<file path="config.mk">
export PLATFORM = sky130hd
export DESIGN_NAME = cache_line_fill
export DESIGN_NICKNAME = d
export VERILOG_FILES = /design/src/rtl/cache_line_fill.sv
export SDC_FILE = /design/constraint.sdc
export NUM_CORES = 1
export LEC_CHECK = 0
export ABC_AREA = 1
export BUFFER_PORTS_ARGS = -buffer_cell sky130_fd_sc_hd__buf_2
export CELL_PAD_IN_SITES_DETAIL_PLACEMENT = 0
export CELL_PAD_IN_SITES_GLOBAL_PLACEMENT = 1
export CORE_UTILIZATION = 32
export DETAILED_ROUTE_END_ITERATION = 10
export MAX_ROUTING_LAYER = met4
export PLACE_DENSITY = 0.76
export SLEW_MARGIN = 20
export SYNTH_ARGS = -nofsm -noshare
export SYNTH_HDL_FRONTEND = slang
export SYNTH_SLANG_ARGS = --single-unit
</file>
<file path="constraint.sdc">
create_clock -name clk -period 2.2 [get_ports clk]
set_input_delay 0.22 -clock clk [delete_from_list [all_inputs] [get_ports clk]]
set_output_delay 0.22 -clock clk [all_outputs]
set_load 0.02 [all_outputs]
</file>
<file path="src/rtl/cache_line_fill.sv">
// ---------------------------------------------------------------------------
// cache_line_fill
//   Refill engine between a direct-mapped cache and main memory. A miss
//   fetches the whole line one word per beat, starting at the missing word
//   and wrapping around the line. The missing word is forwarded as soon as it
//   arrives. The assembled line is then presented to the cache, together
//   with its tag and index, until the cache acknowledges the write.
//   A saturating counter records every miss that is accepted.
//
// Ports
//   clk, rst          clock (rising edge), async active-low reset
//   miss_req/addr     miss request and word address (sampled in IDLE only)
//   busy              engine not idle
//   mem_rd/addr       memory read request and beat address (held until ack)
//   mem_ack/data      memory returns a word
//   word_valid/data   one-cycle pulse carrying the critical word
//   line_valid/data   full line held until line_ack
//   line_tag/index    location of the filled line
//   line_ack          cache has written the line
//   miss_count        saturating count of accepted misses
// ---------------------------------------------------------------------------
module cache_line_fill #(
  parameter int WORD_SIZE   = 32,
  parameter int WORD_COUNT  = 4,
  parameter int ADDR_WIDTH  = 15,
  parameter int COUNT_WIDTH = 14
) (
  input  logic                            clk,
  input  logic                            rst,
  input  logic                            miss_req,
  input  logic [ADDR_WIDTH-1:0]           miss_addr,
  output logic                            busy,
  output logic                            mem_rd,
  output logic [ADDR_WIDTH-1:0]           mem_addr,
  input  logic                            mem_ack,
  input  logic [WORD_SIZE-1:0]            mem_data,
  output logic                            word_valid,
  output logic [WORD_SIZE-1:0]            word_data,
  output logic                            line_valid,
  output logic [WORD_COUNT*WORD_SIZE-1:0] line_data,
  output logic [ADDR_WIDTH-13:0]          line_tag,
  output logic [9:0]                      line_index,
  input  logic                            line_ack,
  output logic [COUNT_WIDTH-1:0]          miss_count
);

  localparam int OFF_W = $clog2(WORD_COUNT);
  localparam int IDX_W = 10;
  localparam int TAG_W = ADDR_WIDTH - IDX_W - OFF_W;

  localparam logic [1:0] IDLE  = 2'd0;
  localparam logic [1:0] FETCH = 2'd1;
  localparam logic [1:0] DONE  = 2'd2;

  localparam logic [OFF_W-1:0]       BEAT_LAST = OFF_W'(WORD_COUNT - 1);
  localparam logic [COUNT_WIDTH-1:0] CNT_MAX   = '1;

  logic [1:0]             state_q, state_d;
  logic [OFF_W-1:0]       beat_q, beat_d;
  logic [TAG_W-1:0]       tag_q, tag_d;
  logic [IDX_W-1:0]       idx_q, idx_d;
  logic [OFF_W-1:0]       off_q, off_d;
  logic                   mem_rd_q, mem_rd_d;
  logic [ADDR_WIDTH-1:0]  mem_addr_q, mem_addr_d;
  logic                   wvld_q, wvld_d;
  logic [WORD_SIZE-1:0]   wdata_q, wdata_d;
  logic                   lvld_q, lvld_d;
  logic [COUNT_WIDTH-1:0] cnt_q, cnt_d;

  logic [WORD_COUNT-1:0][WORD_SIZE-1:0] line_q;

  // Slot being filled this beat: the critical word offset rotated by the
  // beat number, wrapping naturally in OFF_W bits.
  logic [OFF_W-1:0] wr_slot;
  logic [OFF_W-1:0] nxt_slot;
  logic             beat_ack;

  assign wr_slot  = off_q + beat_q;
  assign nxt_slot = wr_slot + OFF_W'(1);
  assign beat_ack = (state_q == FETCH) && mem_ack;

  always_comb begin
    state_d    = state_q;
    beat_d     = beat_q;
    tag_d      = tag_q;
    idx_d      = idx_q;
    off_d      = off_q;
    mem_rd_d   = mem_rd_q;
    mem_addr_d = mem_addr_q;
    wvld_d     = 1'b0;
    wdata_d    = wdata_q;
    lvld_d     = lvld_q;
    cnt_d      = cnt_q;
    case (state_q)
      IDLE: begin
        if (miss_req) begin
          state_d    = FETCH;
          tag_d      = miss_addr[ADDR_WIDTH-1 -: TAG_W];
          idx_d      = miss_addr[OFF_W +: IDX_W];
          off_d      = miss_addr[OFF_W-1:0];
          beat_d     = '0;
          mem_rd_d   = 1'b1;
          // First beat fetches the missing word itself.
          mem_addr_d = miss_addr;
          cnt_d      = (cnt_q == CNT_MAX) ? cnt_q : cnt_q + COUNT_WIDTH'(1);
        end
      end
      FETCH: begin
        if (mem_ack) begin
          if (beat_q == '0) begin
            wdata_d = mem_data;
            wvld_d  = 1'b1;
          end
          if (beat_q == BEAT_LAST) begin
            state_d  = DONE;
            mem_rd_d = 1'b0;
            lvld_d   = 1'b1;
          end else begin
            beat_d     = beat_q + OFF_W'(1);
            mem_addr_d = {tag_q, idx_q, nxt_slot};
          end
        end
      end
      DONE: begin
        if (line_ack) begin
          state_d = IDLE;
          lvld_d  = 1'b0;
        end
      end
      default: state_d = IDLE;
    endcase
  end

  always_ff @(posedge clk or negedge rst) begin
    if (!rst) begin
      state_q    <= IDLE;
      beat_q     <= '0;
      tag_q      <= '0;
      idx_q      <= '0;
      off_q      <= '0;
      mem_rd_q   <= 1'b0;
      mem_addr_q <= '0;
      wvld_q     <= 1'b0;
      wdata_q    <= '0;
      lvld_q     <= 1'b0;
      cnt_q      <= '0;
    end else begin
      state_q    <= state_d;
      beat_q     <= beat_d;
      tag_q      <= tag_d;
      idx_q      <= idx_d;
      off_q      <= off_d;
      mem_rd_q   <= mem_rd_d;
      mem_addr_q <= mem_addr_d;
      wvld_q     <= wvld_d;
      wdata_q    <= wdata_d;
      lvld_q     <= lvld_d;
      cnt_q      <= cnt_d;
    end
  end

  // Line buffer: one register per word slot. Slots untouched by the current
  // fill keep whatever the previous fill left; only a complete line is ever
  // flagged valid, so stale words are never exposed as good data.
  for (genvar g = 0; g < WORD_COUNT; g++) begin : g_slot
    always_ff @(posedge clk or negedge rst) begin
      if (!rst)                                  line_q[g] <= '0;
      else if (beat_ack && wr_slot == OFF_W'(g)) line_q[g] <= mem_data;
    end
  end

  assign busy       = (state_q != IDLE);
  assign mem_rd     = mem_rd_q;
  assign mem_addr   = mem_addr_q;
  assign word_valid = wvld_q;
  assign word_data  = wdata_q;
  assign line_valid = lvld_q;
  assign line_data  = line_q;
  assign line_tag   = tag_q;
  assign line_index = idx_q;
  assign miss_count = cnt_q;

endmodule
</file>
==> run metrics, run 1 <==
Net Sw Power 0.00786 W; Synth warnings 0; Setup CP Type flip-flop to flip-flop; CP dominant cell by count nor2_1; Residual DRC 0; Leak 6.08 nW; Worst path slowest cell nor2_1; DP Area 0.0103 mm^2; clock-pin slew on the worst setup and hold paths 0.06 ns; Fill cells 2693; Area Overhead vs Synth 29.6%; Initial Util 32.5%; Clock Skew 0.00769 ns; Clock power frac 22.0%; crit share post-route 86.1%; Final nets 1218; CTS Buf Count 24; vias per cell 4.56; total global routing overflow 0; Row Count 60; final setup violation count 0; Routed Antenna Nets 0; post-CTS setup buffers 0; Slew Viols, Final 0; Yosys reg bits 211; Fin Hold WS 0.0121 ns; Syn Nets 937; CTS sink cnt 211; DR iter-0 viols 453; outcome completed; crit path launch type flip-flop; fmax 0.528 GHz; CP arrival 2.35 ns; die height 167 um; CP Capture Type flip-flop; clock latency on the worst-skew pair 0.51 ns; first-pass GRT wire length 37200 um; via count 6915; RSZ-0062 raised after global routing false; most frequent cells in the layout nand2_1 (303), buf_2 (256), dfrtp_1 (211); most common cell after layout, fill and taps aside nand2_1; share of cells above drive strength 1 34.3%; worst-margin pin slew 0.885 ns; Logic pwr share 42.7%; pwr/cell area 1640 mW/mm^2; Post-Synthesis Cells 881; Avg WL per Cell 15.5 um; Critical Path RT 2.65 ns; Avg Cell Area, Syn 9.92 um^2; GPL Wtd Cong 0.807; initial antenna violation count 0; Die Width 167 um; CTS tree yes; Seq pwr share 35.2%; core area 0.0269 mm^2; area of the multi-input gates 0.00289 mm^2; I/O Buffers 257; depth of the CTS H-tree 1; vias in the first global route 6631; number of synthesized flops with an enable pin 0; IO Count 258; VDD IR-drop max 592 uV; antenna diode count 0; Worst path max stage delay 0.67 ns; total track usage 17.2%; Slew Limit Headroom 40.8%; register area 0.00528 mm^2; final wirelength 23500 um; pin count of the biggest net entering global routing 73; sequential area share after synthesis 60.4%; Max-Cap Viols 0; min-delay worst type input port to flip-flop; crit-path cells ha_1 -> inv_1 -> nor2_1 -> nand3b_1 -> nor2_1 -> nor2_1 -> nand2_1 -> nand2_1; endpoints failing hold 0; Async SR Flop Fraction 100%; Primary FF master, synth dfrtp_1; fin crit period 1.89 ns; clock root buffer clkbuf_16; Distinct cells, synth 23; Finished Cell Area 0.0113 mm^2; clock buffer depth 3; Die ar. 0.0280 mm^2; post-synthesis instance area 0.00874 mm^2; half-perimeter wire length after placement 16200 um; switching share of total power 42.3%; Worst Path Max Fanout 13; Sum Neg Setup Slack 0 ns; TritonRoute pass-1 iters 4; P_int 0.0107 W
-- through the flow --
step	std cells	total power, W	worst slack [ns]	util [%]
2_1_floorplan	881	0.0119	0.472	-
3_3_place_gp	1460	0.0144	0.364	38.5
3_5_place_dp	1460	0.0146	0.290	38.5
4_1_cts	1518	0.0188	0.276	42.2
5_1_grt	1518	0.0199	0.115	42.2
6_report	1518	0.0186	0.305	42.2
-- registers in the layout, indices dropped and copies added, names as in the netlist --
signal	count
line_index	10
line_valid	1
word_data	32
off_q	2
line_data	128
word_valid	1
line_tag	3
state_q	2
beat_q	2
mem_rd	1
miss_count	14
mem_addr	15
-- critical path, delay by kind of cell, from the launching register on --
family,cells,cell delay [ns]
buffers and inverters,1,0.07
flip-flops,1,0.41
AND/OR/NAND/NOR,6,1.08
adder cells (fa/ha/maj),1,0.26
-- Yosys cell counts, types with 4 or more instances --
master | n | area [um^2]
inv_1 | 56 | 210
xnor2_1 | 4 | 35.0
nand4_1 | 5 | 31.3
o21ai_1 | 58 | 290
nand2_1 | 303 | 1140
o21ai_0 | 32 | 160
dfrtp_1 | 211 | 5280
nor2_1 | 46 | 173
o21ai_2 | 74 | 648
ha_1 | 4 | 50.1
nand2_4 | 5 | 56.3
nand3_1 | 14 | 70.1
o31ai_1 | 14 | 105
buf_6 | 25 | 282
buf_2 | 13 | 65.1
-- logic make-up after synthesis --
logic type,Yosys count,synth area share [%]
XOR/XNOR,7,0.701
AO/OA/AOI/OAI,179,13.8
adder cells (fa/ha/maj),4,0.573
buffers and inverters,98,6.54
AND/OR/NAND/NOR,382,18.0
flip-flops,211,60.4
-- power groups by stage --
stage | registers [W] | clock network, W | logic, W
after floorplan | 0.00849 | 0 | 0.00337
after global placement | 0.00653 | 0 | 0.00792
after detailed placement | 0.00658 | 0 | 0.00803
after CTS | 0.00655 | 0.00421 | 0.00806
after global routing | 0.00676 | 0.00438 | 0.00874
final | 0.00654 | 0.00410 | 0.00794
-- metal layers --
metal / global-route usage, % / vias up / share of wire [%] / wire length [um]
li1: - / 3396 / - / -
met1: 22.7 / 3254 / 47 / 11000
met2: 26.3 / 226 / 44 / 10300
met3: 4.61 / 39 / 7.8 / 1840
met4: 3.71 / 0 / 1.6 / 378
met5: - / - / 0 / 0
-- path summary, 6_finish.rpt --
kind | from | end | slack (ns) | cells after the start
worst max-delay path | miss_count[1]$_DFFE_PN0P_ | miss_count[0]$_DFFE_PN0P_ | 0.31 | 8
worst min-delay path | miss_addr[0] | off_q[0]$_DFFE_PN0P_ | 0.01 | 3
worst max register to register | miss_count[1]$_DFFE_PN0P_ | miss_count[0]$_DFFE_PN0P_ | 0.31 | 8
worst min register to register | line_data[31]$_DFFE_PN0P_ | line_data[31]$_DFFE_PN0P_ | 0.47 | 2
max in group asynchronous | rst | word_data[23]$_DFFE_PN0P_ | 1.22 | 3
min in group asynchronous | rst | line_data[3]$_DFFE_PN0P_ | 0.22 | 2
-- layout make-up --
class	instances	share of cell area, %
Sequential cell	211	46.6
Multi-Input combinational cell	572	25.5
Timing Repair Buffer	295	15.0
Clock buffer	34	6.44
Tap cell	341	3.77
Inverter	58	1.92
Clock inverter	7	0.773
-- timing repair --
action | in CTS | in global routing
resized for setup | 0 | 0
hold buffers | 17 | 0
hold endpoints to repair | 67 | 0
setup endpoints to repair | 0 | 0
(Power assumes the default switching activity.)
==> inputs of run 2 (changes only) <==
--- a/config.mk
+++ b/config.mk
@@ -9,10 +9,10 @@
 export BUFFER_PORTS_ARGS = -buffer_cell sky130_fd_sc_hd__buf_2
 export CELL_PAD_IN_SITES_DETAIL_PLACEMENT = 0
 export CELL_PAD_IN_SITES_GLOBAL_PLACEMENT = 1
-export CORE_UTILIZATION = 32
+export CORE_UTILIZATION = 39
 export DETAILED_ROUTE_END_ITERATION = 10
 export MAX_ROUTING_LAYER = met4
-export PLACE_DENSITY = 0.76
+export PLACE_DENSITY = 0.88
 export SLEW_MARGIN = 20
 export SYNTH_ARGS = -nofsm -noshare
 export SYNTH_HDL_FRONTEND = slang
==> run metrics, run 2 (synthesized netlist as in run 1, its figures left out) <==
outcome completed; first-pass GRT wire length 33400 um (-10%); area of the multi-input gates 0.00289 mm^2 (unchanged); Max-Cap Viols 0 (unchanged); half-perimeter wire length after placement 14700 um (-9.3%); Fill cells 2024 (-25%); TritonRoute pass-1 iters 5 (+1); I/O Buffers 257 (unchanged); Finished Cell Area 0.0113 mm^2 (-0.23%); core area 0.0219 mm^2 (-19%); Hold Path Stages 3 (unchanged); CTS sink cnt 211 (unchanged); Die Width 152 um (-9.3%); Worst Path Max Fanout 13 (unchanged); endpoints failing hold 0 (unchanged); clock root buffer clkbuf_16; switching share of total power 41.9% (-0.43 points); clock-pin slew on the worst setup and hold paths 0.06 ns (about the same); most frequent cells in the layout nand2_1 (303), buf_2 (256), dfrtp_1 (211); Die ar. 0.0230 mm^2 (-18%); max reg flops 128 (unchanged); flop2flop setup slack 0.25 ns (-0.05 ns); crit share post-route 88.4% (+2.3 points); pin count of the biggest net entering global routing 125 (+71%); Avg WL per Cell 15.0 um (-3.1%); GPL Wtd Cong 0.802 (-0.71%); CP arrival 2.39 ns (+0.04 ns); Area Overhead vs Synth 29.3%; Setup CP Type flip-flop to flip-flop; register area 0.00528 mm^2 (unchanged); Seq pwr share 34.9% (-0.3 points); worst-margin pin slew 0.902 ns (+0.0171 ns); end of the worst register-to-register path miss_count[9]$_DFFE_PN0P_; Row Count 54 (-10%); Routed Antenna Nets 0 (unchanged); clock buffer depth 3 (unchanged); via count 6831 (-1.2%); die height 152 um (-9.3%); worst hold endpoint off_q[0]$_DFFE_PN0P_; RSZ-0062 raised after global routing false; Residual DRC 0 (unchanged); Initial Util 39.9% (+7.4 points); most common cell after layout, fill and taps aside nand2_1; CTS tree yes; DR iter-0 viols 369 (-19%); crit-path cells ha_1 -> inv_1 -> nor2_1 -> nand3b_1 -> nor2_1 -> nor2_1 -> nand2_1 -> nand2_1; CTS Buf Count 24 (unchanged); vias in the first global route 6287 (-5.2%); Slew Viols, Final 0 (unchanged); reg2reg start miss_count[1]$_DFFE_PN0P_; total global routing overflow 0 (unchanged); Net Sw Power 0.00780 W (-0.81%); Logic pwr share 42.5% (-0.2 points); IO Count 258 (unchanged); pwr/cell area 1650 mW/mm^2 (+0.43%); Sum Neg Setup Slack 0 ns (unchanged); fin crit period 1.95 ns (+0.0501 ns); depth of the CTS H-tree 1 (unchanged); final wirelength 21900 um (-6.9%); CP Capture Type flip-flop; initial antenna violation count 1 (+1); Critical Path RT 2.64 ns (about the same); Final nets 1217 (-0.082%); Worst Reg2Reg Path Length in Cells 8 (unchanged); min-delay worst type input port to flip-flop; fmax 0.514 GHz (-2.6%); total track usage 19.0% (+1.8 points); P_int 0.0108 W (+0.94%); Slew Limit Headroom 39.6% (-1.1 points); Leak 6.10 nW (+0.29%); Worst path slowest cell nor2_1; Clock Skew 0.00674 ns (-0.000952 ns); clock latency on the worst-skew pair 0.51 ns (about the same); HP Start miss_addr[0]; vias per cell 4.69 (+2.9%); DP Area 0.0103 mm^2 (-0.65%); Clock power frac 22.6% (+0.6 points); CP dominant cell by count nor2_1; share of cells above drive strength 1 34.2% (-0.085 points); Worst path max stage delay 0.68 ns (about the same); VDD IR-drop max 919 uV (+55%); final setup violation count 0 (unchanged); crit path launch type flip-flop
==> run 2: layer usage <==
| metal | vias up | wire, um | GRT usage [%] |
|---|---|---|---|
| met5 | - | 0 | - |
| met4 | 0 | 323 | 4.36 |
| met3 | 31 | 1740 | 4.91 |
| met2 | 222 | 9760 | 28.6 |
| met1 | 3179 | 10000 | 25.6 |
| li1 | 3399 | - | - |
==> run 2: timing repair <==
item | in CTS | in global routing
endpoints found under the hold margin | 230 | 0
gates resized for setup | 0 | 0
hold buffers | 18 | 0
setup buffers | 0 | 0
==> run 2: layout make-up <==
type / instances / area share (%)
well taps: 280 / 3.10
multi-input cells: 572 / 25.6
flip-flops and latches: 211 / 46.7
diodes: 1 / 0.0221
clock buffers: 33 / 6.33
repair buffers: 294 / 15.2
inverters: 58 / 1.93
clock inverters: 9 / 1.15
==> run 2: worst max path at each step <==
stage / start / endpoint / slack (ns) / depth (start not counted)
2_1_floorplan: miss_count[0]$_DFFE_PN0P_ / miss_count[0]$_DFFE_PN0P_ / 0.47 / 8
3_3_place_gp: beat_q[0]$_DFFE_PN0P_ / line_data[100]$_DFFE_PN0P_ / 0.36 / 7
3_5_place_dp: miss_count[1]$_DFFE_PN0P_ / miss_count[1]$_DFFE_PN0P_ / 0.31 / 8
4_1_cts: miss_count[1]$_DFFE_PN0P_ / miss_count[8]$_DFFE_PN0P_ / 0.29 / 8
5_1_grt: miss_count[1]$_DFFE_PN0P_ / miss_count[8]$_DFFE_PN0P_ / 0.08 / 8
6_report: miss_count[1]$_DFFE_PN0P_ / miss_count[9]$_DFFE_PN0P_ / 0.25 / 8
==> run 2: power groups by stage <==
stage	Clock [W]	Sequential, W	Combinational [W]
6_report	0.00421	0.00650	0.00791
4_1_cts	0.00431	0.00650	0.00804
5_1_grt	0.00446	0.00671	0.00873
3_3_place_gp	0	0.00651	0.00784
2_1_floorplan	0	0.00849	0.00337
3_5_place_dp	0	0.00654	0.00798
==> run 2: critical path: cells and delay by family (launching register included) <==
family	cells	cell delay (ns)
flops	1	0.41
fa+ha+maj	1	0.27
simple gates	6	1.12
buf+inv	1	0.07
==> run 2: metrics by stage <==
step	util [%]	setup slack (ns)	power, W	hold slack [ns]	cells
3_5_place_dp	46.9	0.310	0.0145	0.0357	1397
3_3_place_gp	46.9	0.365	0.0143	0.0365	1397
4_1_cts	51.6	0.291	0.0188	0.0169	1457
6_report	51.6	0.255	0.0186	0.0313	1458
5_1_grt	51.6	0.0751	0.0199	0.0574	1458
2_1_floorplan	-	0.472	0.0119	-0.0756	881
